File: config.mk
export PLATFORM = sky130hd
export DESIGN_NAME = uart_core
export DESIGN_NICKNAME = d
export VERILOG_FILES = /design/src/rtl/uart_pkg.sv /design/src/rtl/uart_rx.sv /design/src/rtl/uart_core.sv
export SDC_FILE = /design/constraint.sdc
export NUM_CORES = 1
export LEC_CHECK = 0
export ABC_AREA = 0
export CORE_MARGIN = 10
export CORE_UTILIZATION = 40
export CTS_CLUSTER_DIAMETER = 40
export DETAILED_ROUTE_END_ITERATION = 12
export GPL_TIMING_DRIVEN = 0
export PLACE_DENSITY = 0.67
export SYNTH_ARGS = -nofsm -noshare
export SYNTH_HDL_FRONTEND = slang
export SYNTH_SLANG_ARGS = --single-unit
File: constraint.sdc
create_clock -name clk -period 1.8 [get_ports clk]
set_input_delay 0.18 -clock clk [delete_from_list [all_inputs] [get_ports clk]]
set_output_delay 0.18 -clock clk [all_outputs]
set_load 0.05 [all_outputs]
File: src/rtl/uart_pkg.sv
// Shared constants and types for the 8N1 UART: frame geometry, oversampling
// rate and the receiver state encoding.
package uart_pkg;

   localparam int DATA_W     = 8;
   localparam int OSR        = 16;
   localparam int MID_SAMPLE = 7;
   localparam int CNT_W      = $clog2(OSR);
   localparam int TX_CNT_W   = 4;

   // Transmit counter value at which the stop bit has been fully driven.
   localparam logic [TX_CNT_W-1:0] TX_LAST = TX_CNT_W'(DATA_W + 2);

   typedef enum logic [1:0] {
      RX_IDLE  = 2'd0,
      RX_START = 2'd1,
      RX_DATA  = 2'd2,
      RX_STOP  = 2'd3
   } rx_state_t;

endpackage

File: src/rtl/uart_rx.sv
// 16x-oversampling 8N1 receiver: two-flop input synchroniser, frame FSM and
// receive holding register with an empty flag.
module uart_rx
   import uart_pkg::*;
(
   input  logic              clk,
   input  logic              reset,
   input  logic              rxclk,
   input  logic              uld_rx_data,
   input  logic              rx_enable,
   input  logic              rx_in,
   output logic [DATA_W-1:0] rx_data,
   output logic              rx_empty,
   output rx_state_t         rx_state
);

   localparam logic [CNT_W-1:0] MID_CNT  = CNT_W'(MID_SAMPLE);
   localparam logic [CNT_W-1:0] LAST_CNT = CNT_W'(OSR - 1);
   localparam logic [2:0]       LAST_BIT = 3'(DATA_W - 1);

   logic              rx_sync1, rx_sync2;
   rx_state_t         state, state_nxt;
   logic [CNT_W-1:0]  sample_cnt, cnt_nxt;
   logic [2:0]        bit_cnt, bit_nxt;
   logic [DATA_W-1:0] shift_reg, shift_nxt;
   logic [DATA_W-1:0] data_nxt;
   logic              empty_nxt;
   logic              wait_high, wait_nxt;

   // Synchroniser resets to the idle line level so reset never looks like a start bit.
   always_ff @(posedge clk or posedge reset) begin
      if (reset) begin
         rx_sync1 <= 1'b1;
         rx_sync2 <= 1'b1;
      end else begin
         rx_sync1 <= rx_in;
         rx_sync2 <= rx_sync1;
      end
   end

   always_ff @(posedge clk or posedge reset) begin
      if (reset) begin
         state      <= RX_IDLE;
         sample_cnt <= '0;
         bit_cnt    <= '0;
         shift_reg  <= '0;
         wait_high  <= 1'b0;
         rx_data    <= '0;
         rx_empty   <= 1'b1;
      end else begin
         state      <= state_nxt;
         sample_cnt <= cnt_nxt;
         bit_cnt    <= bit_nxt;
         shift_reg  <= shift_nxt;
         wait_high  <= wait_nxt;
         rx_data    <= data_nxt;
         rx_empty   <= empty_nxt;
      end
   end

   // Unload is applied first so a byte completing in the same cycle overrides it.
   always_comb begin
      state_nxt = state;
      cnt_nxt   = sample_cnt;
      bit_nxt   = bit_cnt;
      shift_nxt = shift_reg;
      wait_nxt  = wait_high;
      data_nxt  = rx_data;
      empty_nxt = rx_empty;

      if (uld_rx_data)
         empty_nxt = 1'b1;

      if (!rx_enable) begin
         state_nxt = RX_IDLE;
         cnt_nxt   = '0;
         bit_nxt   = '0;
      end else if (rxclk) begin
         case (state)
            RX_IDLE: begin
               if (wait_high) begin
                  if (rx_sync2)
                     wait_nxt = 1'b0;
               end else if (!rx_sync2) begin
                  state_nxt = RX_START;
                  cnt_nxt   = '0;
               end
            end
            RX_START: begin
               if (sample_cnt == MID_CNT) begin
                  cnt_nxt = '0;
                  bit_nxt = '0;
                  state_nxt = rx_sync2 ? RX_IDLE : RX_DATA;
               end else begin
                  cnt_nxt = sample_cnt + 1'b1;
               end
            end
            RX_DATA: begin
               if (sample_cnt == LAST_CNT) begin
                  cnt_nxt   = '0;
                  shift_nxt = {rx_sync2, shift_reg[DATA_W-1:1]};
                  bit_nxt   = bit_cnt + 1'b1;
                  if (bit_cnt == LAST_BIT)
                     state_nxt = RX_STOP;
               end else begin
                  cnt_nxt = sample_cnt + 1'b1;
               end
            end
            RX_STOP: begin
               if (sample_cnt == LAST_CNT) begin
                  cnt_nxt   = '0;
                  state_nxt = RX_IDLE;
                  if (rx_sync2) begin
                     data_nxt  = shift_reg;
                     empty_nxt = 1'b0;
                  end else begin
                     // Framing error: drop the byte and ignore the low line until it recovers.
                     wait_nxt = 1'b1;
                  end
               end else begin
                  cnt_nxt = sample_cnt + 1'b1;
               end
            end
            default: state_nxt = RX_IDLE;
         endcase
      end
   end

   assign rx_state = state;

endmodule

File: src/rtl/uart_core.sv
// Full-duplex 8N1 UART: parallel-load transmitter driven by a 1x baud strobe
// plus the oversampling receiver, all in one clock domain.
module uart_core
   import uart_pkg::*;
(
   input  logic              clk,
   input  logic              reset,
   input  logic              txclk,
   input  logic              ld_tx_data,
   input  logic [DATA_W-1:0] tx_data,
   input  logic              tx_enable,
   input  logic              rxclk,
   input  logic              uld_rx_data,
   input  logic              rx_enable,
   input  logic              rx_in,
   output logic              tx_out,
   output logic              tx_empty,
   output logic [DATA_W-1:0] rx_data,
   output logic              rx_empty,
   output rx_state_t         rx_state
);

   // Handshakes: ld_tx_data is accepted only while tx_empty=1 (otherwise dropped);
   // rx_empty=0 flags a byte in rx_data, and uld_rx_data acknowledges it.
   logic [DATA_W-1:0]   tx_reg;
   logic [TX_CNT_W-1:0] tx_cnt;

   always_ff @(posedge clk or posedge reset) begin
      if (reset) begin
         tx_reg   <= '0;
         tx_cnt   <= '0;
         tx_empty <= 1'b1;
         tx_out   <= 1'b1;
      end else begin
         if (ld_tx_data && tx_empty) begin
            tx_reg   <= tx_data;
            tx_empty <= 1'b0;
         end
         // tx_cnt counts strobes already taken: 0 -> start bit, 1..8 -> data, 9 -> stop.
         if (txclk && tx_enable && !tx_empty) begin
            if (tx_cnt == TX_LAST) begin
               tx_cnt   <= '0;
               tx_empty <= 1'b1;
            end else begin
               tx_cnt <= tx_cnt + 1'b1;
               if (tx_cnt == '0)
                  tx_out <= 1'b0;
               else if (tx_cnt <= TX_CNT_W'(DATA_W))
                  tx_out <= tx_reg[3'(tx_cnt - 1'b1)];
               else
                  tx_out <= 1'b1;
            end
         end
      end
   end

   uart_rx u_rx (
      .clk         (clk),
      .reset       (reset),
      .rxclk       (rxclk),
      .uld_rx_data (uld_rx_data),
      .rx_enable   (rx_enable),
      .rx_in       (rx_in),
      .rx_data     (rx_data),
      .rx_empty    (rx_empty),
      .rx_state    (rx_state)
   );

endmodule

==> Yosys cells after proc, flatten, opt, wreduce, memory -nomap -nowiden <==
Cells that the tools add are included.
{ "classes": {"n_addsub": 4, "order_cmp": 2, "n_eq_ne": 17, "muxes": 41, "bitwise_logic": 1, "n_reduce_logical": 15} }
{ "op_table": {"columns": ["operator", "n"], "rows": [
  ["two-way mux 4 bit", 7],
  ["two-way mux 2 bit", 9],
  ["two-way mux 1 bit", 16],
  ["two-way mux 3 bit", 4],
  ["!= test 3 x 2 -> 1 bit (second input constant)", 4],
  ["case mux 4 bit (3 select lines)", 1],
  ["AND reduction 5 bit", 2],
  ["adder 4 x 1 -> 4 bit (second input constant)", 2],
  ["equality test 4 bit (second input constant)", 2],
  ["case mux 2 bit (4 select lines)", 1],
  ["AND reduction 4 bit", 2],
  ["AND reduction 7 bit", 1],
  ["!= test 3 bit (second input constant)", 2],
  ["case mux 3 bit (2 select lines)", 1],
  ["equality test 2 bit (second input constant)", 2],
  ["equality test 4 x 3 -> 1 bit (second input constant)", 1],
  ["<= comparator 4 bit (second input constant)", 1],
  ["zero test 4 bit", 1],
  ["less-than comparator 3 x 4 -> 1 bit (second input constant)", 1],
  ["!= test 2 bit (second input constant)", 2],
  ["adder 3 x 1 -> 3 bit (second input constant)", 1],
  ["binary-select mux 1 bit (select 3 bit)", 1],
  ["equality test 3 bit (second input constant)", 1],
  ["logical AND 1 bit", 3],
  ["12 further kinds", 12]
]} }
{ "totals": {"reg_bits": 43, "out_inout_bits": 13} }

==> Depth between registers and ports, before layout <==
Gate-level depths: netlist of run 1.
{ "logic_depth": {"ltp_word": 6, "ltp_mapped": 7} }

==> Cells and area by module <==
Synthesis of run 1 repeated with hierarchy kept, for this count alone.
{ "hier_totals": {"hier_cells": 177, "hier_area_um2": 2089.5} }
{ "by_module_without_submodules": {"columns": ["mod", "n_inst", "cells_each", "area_each_um2"], "rows": [
  ["uart_rx", 1, 115, 1330.0],
  ["uart_core", 1, 62, 759.5]
]} }

==> Least setup slack after synthesis of run 1 <==
OpenSTA, ideal clock, no wires.
{ "synth_timing": {"path_kind": "reg-to-reg", "startpoint": "reg u_rx.state[0], in the netlist u_rx.rx_state[0]", "endpoint": "reg u_rx.state[1], in the netlist u_rx.rx_state[1]", "setup_ps": 79, "arrival_time_ps": 2032, "setup_slack_ps": -311, "path_stages_with_launch": 7, "n_path_buf": 0, "synth_period_minus_slack_ps": 2111, "cell_sequence": "dfrtp_1 inv_1 ha_1 nor3_1 a211oi_2 nor4_1 mux2i_1"} }
{ "synth_via": {"elab_chain_cells": 4, "word_cells_on_any_way": 14, "cone_classes": "eq/ne (9); mux (3); reduce/logical (2)"} }
{ "synth_lines": {"columns": ["element", "line", "source"], "rows": [
  ["from (decl)", "uart_rx.sv:22", "rx_state_t state, state_nxt;"],
  ["from (signal assigned)", "uart_rx.sv:51", "state <= state_nxt;"],
  ["equality test 2 bit, or another cell as far along", "uart_rx.sv:79", "case (state)"],
  ["case mux 2 bit (4 select lines)", "uart_rx.sv:79", null],
  ["two-way mux 2 bit", "uart_rx.sv:78", "end else if (rxclk) begin"],
  ["two-way mux 2 bit", "uart_rx.sv:74", "if (!rx_enable) begin"]
]} }
Parallel ways exist; a longest one is shown, timed or not. The select of a mux whose other input is x is not followed.
A chain may end at the register's enable or synchronous reset.

==> Worst setup path after layout of run 1 <==
{ "layout_timing": {"startpoint": "reg u_rx.state[0], in the netlist u_rx.rx_state[0]", "endpoint": "out rx_state[0]"} }
{ "layout_lines": {"columns": ["element", "line", "source"], "rows": [
  ["to (decl)", "uart_core.sv:20", "output rx_state_t rx_state"]
]} }
No word-level cell between the ends.

==> impl_metrics.ini, run 1 <==
[critical_path]
cp_data_arrival_time_ns = 1.58
path_cells = clkdlybuf4s50_1
r2r_end = u_rx.bit_cnt[1]
r2r_cells = 6
crit_fanout = 5
critPathRequiredTime_ns = 1.62
path_class = reg -> out
cp_slowest_cell = clkdlybuf4s50_1
worstSetupEndpointType = primary output
r2r_slack_ns = 0.07
path_delay_family = buffers and inverters
regToRegStartpoint = u_rx.rx_state[1]
worst-path-buf-inv = 1
start_kind = flop
max_stage_delay_ns = 0.83
cp_num_cells = 1

[layout]
insertedDiodeCount = 0
nNetsFinal = 247
drive_gt1_share_pct = 28.8
fillCellCount = 460
postLayoutCoreUtil_pct = 53.8
syn2layout_area_growth_pct = 30.1

[route]
routed_wl_microns = 4010
routed_via_density = 4.89
wl_per_cell_microns = 13.9
drc = 0
drtAntennaViolNets = 0
drt-pass1-iter-count = 4
drt_iter0_drc = 51
vias = 1412

[global_routing]
track_usage_pct = 9.50
grt_max_degree = 33
grt_pass1_vias = 1384
antenna_found_initial = 0
grt_pass1_wl_microns = 6640
overflow = 0

[sta]
slew_headroom_pct = 65.9
tightest_slew_ns = 0.510
period_share_pct = 97.9
final_max_slew_viol_count = 0
finalHoldViolCount = 0
period_needed_ns = 1.76
rsz0062_at_grt = true
setup_viol = 0
clock_skew_ns = 0.00274
max_clock_freq_mhz = 567

[floorplanning]
io_pins = 30
start_util_pct = 41.4
die_w_microns = 92.7
chipHeight_microns = 92.7
fp.coreArea_sq_mm = 0.00511
rows = 26
die-area_sq_mm = 0.00859

[placement]
gp_congestion = 0.826
portBuffers = 29
dp_hpwl_microns = 2890

[logic_synthesis]
synthTopCellsByArea = dfrtp_1 (45%), mux2_2 (9.6%), ha_1 (7.1%)
syn_nets = 204
synth_edf_count = 0
yosys_warnings = 0
synth_area_sq_mm = 0.00211
ys.flop_type = dfrtp_1
ys_seq_elements = 43
yosysUniqueCellTypes = 39
synth_common_cells = dfrtp_1 (38), mux2_2 (18), ha_1 (12)
synth_top_area_share_pct = 45.0
yosysMostFrequentCell = dfrtp_1
ys_seq_area_share_pct = 51.2
synth_area_leader_cell = dfrtp_1
synthesis.instances = 175
synthArstFlopShare_pct = 100
postSynthAreaPerCell_sq_um = 12.1

[pwr]
power-per-cell-area_mw_per_mm2 = 1010
peakVddDrop_mv = 0.546
power.leakage_uw = 0.00119
total_power_uw = 2770

[clock_tree]
clk_pin_slew_ns = 0.08
ctsLongestPathBuffers = 2
cts.sinks = 43
cts_buffers = 5
clock_latency_ns = 0.29
htree_levels = 2
cts-root-buf = clkbuf_8
hold_buffers = 0
cts_tree = yes

[worst_hold_path]
worst_hold_path_type = in -> async

[flow_run]
drv_cap = 0

[outcome]
status = completed
[metal layers]
layer | vias to the layer above | global-route usage [%] | wire length [microns]
met1 | 683 | 11.2 | 1830
met2 | 18 | 14.8 | 1910
met5 | - | 0 | 0
li1 | 707 | - | -
met3 | 4 | 4.44 | 224
met4 | 0 | 3.47 | 38
[layout make-up]
type | instances | area [sq um] | share of cell area, %
well taps | 70 | 87.6 | 3.19
repair buffers | 36 | 352 | 12.8
plain buffers | 4 | 21.3 | 0.774
flip-flops and latches | 43 | 1090 | 39.6
inverters | 10 | 40.0 | 1.46
multi-input cells | 118 | 1060 | 38.6
clock inverters | 2 | 16.3 | 0.592
clock buffers | 6 | 82.6 | 3.01
[kinds of logic (layout without fill, tap and decap cells)]
group | Yosys count | count (layout) | synth area share (%)
fa+ha+maj | 13 | 13 | 7.64
compound gates | 25 | 25 | 7.88
buf+inv | 14 | 58 | 2.67
mux | 32 | 32 | 17.9
simple gates | 48 | 48 | 12.7
flops | 43 | 43 | 51.2
[where the power goes]
group	leakage (uW)	switching, uW	internal [uW]
clock network	0.0000474	332	313
logic	0.000583	393	465
registers	0.000555	134	1140
[metrics by stage]
| stage | TNS, ns | instance area, sq um | hold slack (ns) | instances | setup slack, ns |
|---|---|---|---|---|---|
| after floorplan | 0 | 2150 | 0.184 | 175 | 0.00865 |
| after global placement | -12.83 | 2530 | 0.346 | 274 | -0.465 |
| after detailed placement | -0.152 | 2550 | 0.348 | 275 | -0.120 |
| after CTS | -0.00669 | 2670 | 0.141 | 283 | -0.00669 |
| after global routing | -0.0547 | 2750 | 0.166 | 289 | -0.0373 |
| final | 0 | 2750 | 0.141 | 289 | 0.0375 |
[worst max-delay path by stage]
stage	start	to	slack [ns]
after floorplan	u_rx.rx_state[0]	u_rx.bit_cnt[0]	0.009
after global placement	reset	u_rx.rx_state[1]	-0.47
after global routing	u_rx.rx_state[1]	u_rx.bit_cnt[1]	-0.04
after CTS	tx_cnt[0]	tx_out	-0.007
final	u_rx.rx_state[0]	rx_state[0]	0.04
after detailed placement	tx_cnt[0]	tx_out	-0.12
[timing repair]
item                                    CTS  global route
pin swaps                                 0             5
gates resized for setup                   8             8
setup buffers                             0             6
endpoints found under the setup margin   13            23
[placed cells by master, fill, tap and decap left out, types with 5 or more instances in the layout]
cell / instances
buf_4: 6
clkdlybuf4s50_1: 26
dfstp_2: 5
ha_1: 7
dfrtp_1: 34
nor2b_1: 7
nand3b_1: 5
o21ai_0: 7
nor2_1: 8
nand2_1: 9
mux2_2: 18
mux2_1: 8
inv_1: 6
clkbuf_8: 6
Note: power is estimated with default switching activity, not from simulation.
==> run 2, diff against run 1 <==
CORE_MARGIN = default   (was 10)
SLEW_MARGIN = 5   (was default)
clock period = 1.49 ns   (was 1.8 ns; I/O delays follow)
==> run 2 against run 1 <==
The flow now finishes with violations (negative setup slack). Sequential share of layout area shrank 2.8 points. Highest routed layer unchanged. Largest power group unchanged. Sequential cell count is the same. Clock power grew 42%. Power grew 29%. Utilization grew 4.1 points. Critical path depth grew 5. First-iteration DRC count shrank 57%. Sequential power grew 21%. Cell area grew 7.7%. Wire length grew 1.1%. Final cell count grew 3.5%. Non-clock buffer count grew 10.
==> impl_metrics.ini, run 2 (synthesis gave the netlist of run 1 again) <==
[sta]
clock_skew_ns = 0.00416
setup_viol = 24
finalSetupTns_ns = -2.26
final_max_slew_viol_count = 0
slew_headroom_pct = 67.8
rsz0062_at_grt = true
finalHoldViolCount = 0
setup_slack_ns = -0.203
period_needed_ns = 1.69
max_clock_freq_mhz = 591
period_share_pct = 114
tightest_slew_ns = 0.485

[layout]
syn2layout_area_growth_pct = 40.1
postLayoutCoreUtil_pct = 57.9
insertedDiodeCount = 0
design_area_sq_mm = 0.00296
final_common_cell = dfrtp_1
nNetsFinal = 257
drive_gt1_share_pct = 41.0
layout_common_cells = dfrtp_1 (35), mux2_4 (16), clkdlybuf4s50_1 (16)

[worst_hold_path]
worst_hold_path_type = in -> async

[route]
drc = 0
vias = 1504
wl_per_cell_microns = 13.6
drt-pass1-iter-count = 4
drt_iter0_drc = 22
routed_wl_microns = 4060
drtAntennaViolNets = 0
routed_via_density = 5.03

[outcome]
status = complete, but fails checks
violations = negative setup slack

[global_routing]
use_met3_pct = 4.55
antenna_found_initial = 0
use_met2_pct = 27.4
grt_pass1_wl_microns = 6800
track_usage_pct = 16.4
grt_pass1_vias = 1536
grt_max_degree = 36
overflow = 0
grtUsageMet1_pct = 20.2
busiest_layer = met2

[placement]
dpl-instance-area_sq_mm = 0.00264
dp_hpwl_microns = 2640
portBuffers = 29
gp_congestion = 0.803

[floorplanning]
die-area_sq_mm = 0.00557
start_util_pct = 41.4
fp.coreArea_sq_mm = 0.00511
io_pins = 30
rows = 26
chipHeight_microns = 74.7
die_w_microns = 74.7

[critical_path]
cp_data_arrival_time_ns = 1.87
regToRegStartpoint = u_rx.rx_state[1]
r2r_cells = 6
start_kind = flop
worstSetupEndpointType = flop
r2r_end = u_rx.rx_state[0]
crit_fanout = 6
path_class = reg -> reg
critPathRequiredTime_ns = 1.66
r2r_slack_ns = -0.20

[pwr]
power-per-cell-area_mw_per_mm2 = 1200
peakVddDrop_mv = 0.596
power.leakage_uw = 0.00131

[clock_tree]
clock_latency_ns = 0.30
cts_tree = yes
hold_buffers = 0
cts-root-buf = clkbuf_8
clk_pin_slew_ns = 0.08
cts_buffers = 5
htree_levels = 2
cts.sinks = 43
ctsLongestPathBuffers = 2

[flow_run]
drv_cap = 0
## run 2: critical path: stages, from the launching register on
cell and delay, ns:
dfrtp_2 0.45, buf_4 0.15, ha_4 0.17, and4bb_1 0.31, a211oi_4 0.10, o311ai_1 0.25, o41ai_1 0.12
## run 2: where the power goes
part	total (uW)	internal [uW]	switching [uW]
clock	915	499	416
sequential	1540	1380	167
combinational	1110	595	512
total	3560	2470	1090
## run 2: per-stage QoR
step | instances | hold WS (ns) | worst slack [ns] | power [uW]
after global routing | 299 | 0.0788 | -0.274 | 3790
after global placement | 274 | 0.346 | -0.790 | 2530
final | 299 | 0.0707 | -0.203 | 3560
after floorplan | 175 | 0.153 | -0.271 | 2310
after detailed placement | 275 | 0.347 | -0.331 | 2570
after CTS | 295 | 0.0760 | -0.226 | 3570
## run 2: how the worst max path moves through the flow
stage,cells after the start,endpoint,from
detailed placement,6,u_rx.rx_data[2],u_rx.sample_cnt[0]
finish,6,u_rx.rx_state[0],u_rx.rx_state[1]
global placement,2,u_rx.rx_state[0],reset
global route,6,u_rx.rx_state[1],u_rx.rx_state[1]
CTS,6,u_rx.bit_cnt[2],u_rx.rx_state[1]
floorplan,6,u_rx.bit_cnt[0],u_rx.rx_state[1]
## run 2: layout make-up
class | count | area [sq um]
plain buffers | 3 | 26.3
clock buffers | 5 | 68.8
clock inverters | 3 | 43.8
fillers | 445 | 2150
inverters | 10 | 45.0
multi-input cells | 118 | 1170
flip-flops and latches | 43 | 1090
well taps | 70 | 87.6
repair buffers | 47 | 424
## run 2: repair_timing
item                                    4_1_cts  5_1_grt
endpoints found under the setup margin       39       29
pin swaps                                     8        3
cloned                                        1        1
buffers inserted                             12        3
endpoints found under the hold margin         0        0
resized for setup                            39       12
## run 2: metal layers
metal	share of wire, %	vias up
met4	0.74	0
li1	-	735
met1	48	739
met5	0	-
met2	48	26
met3	3.4	4
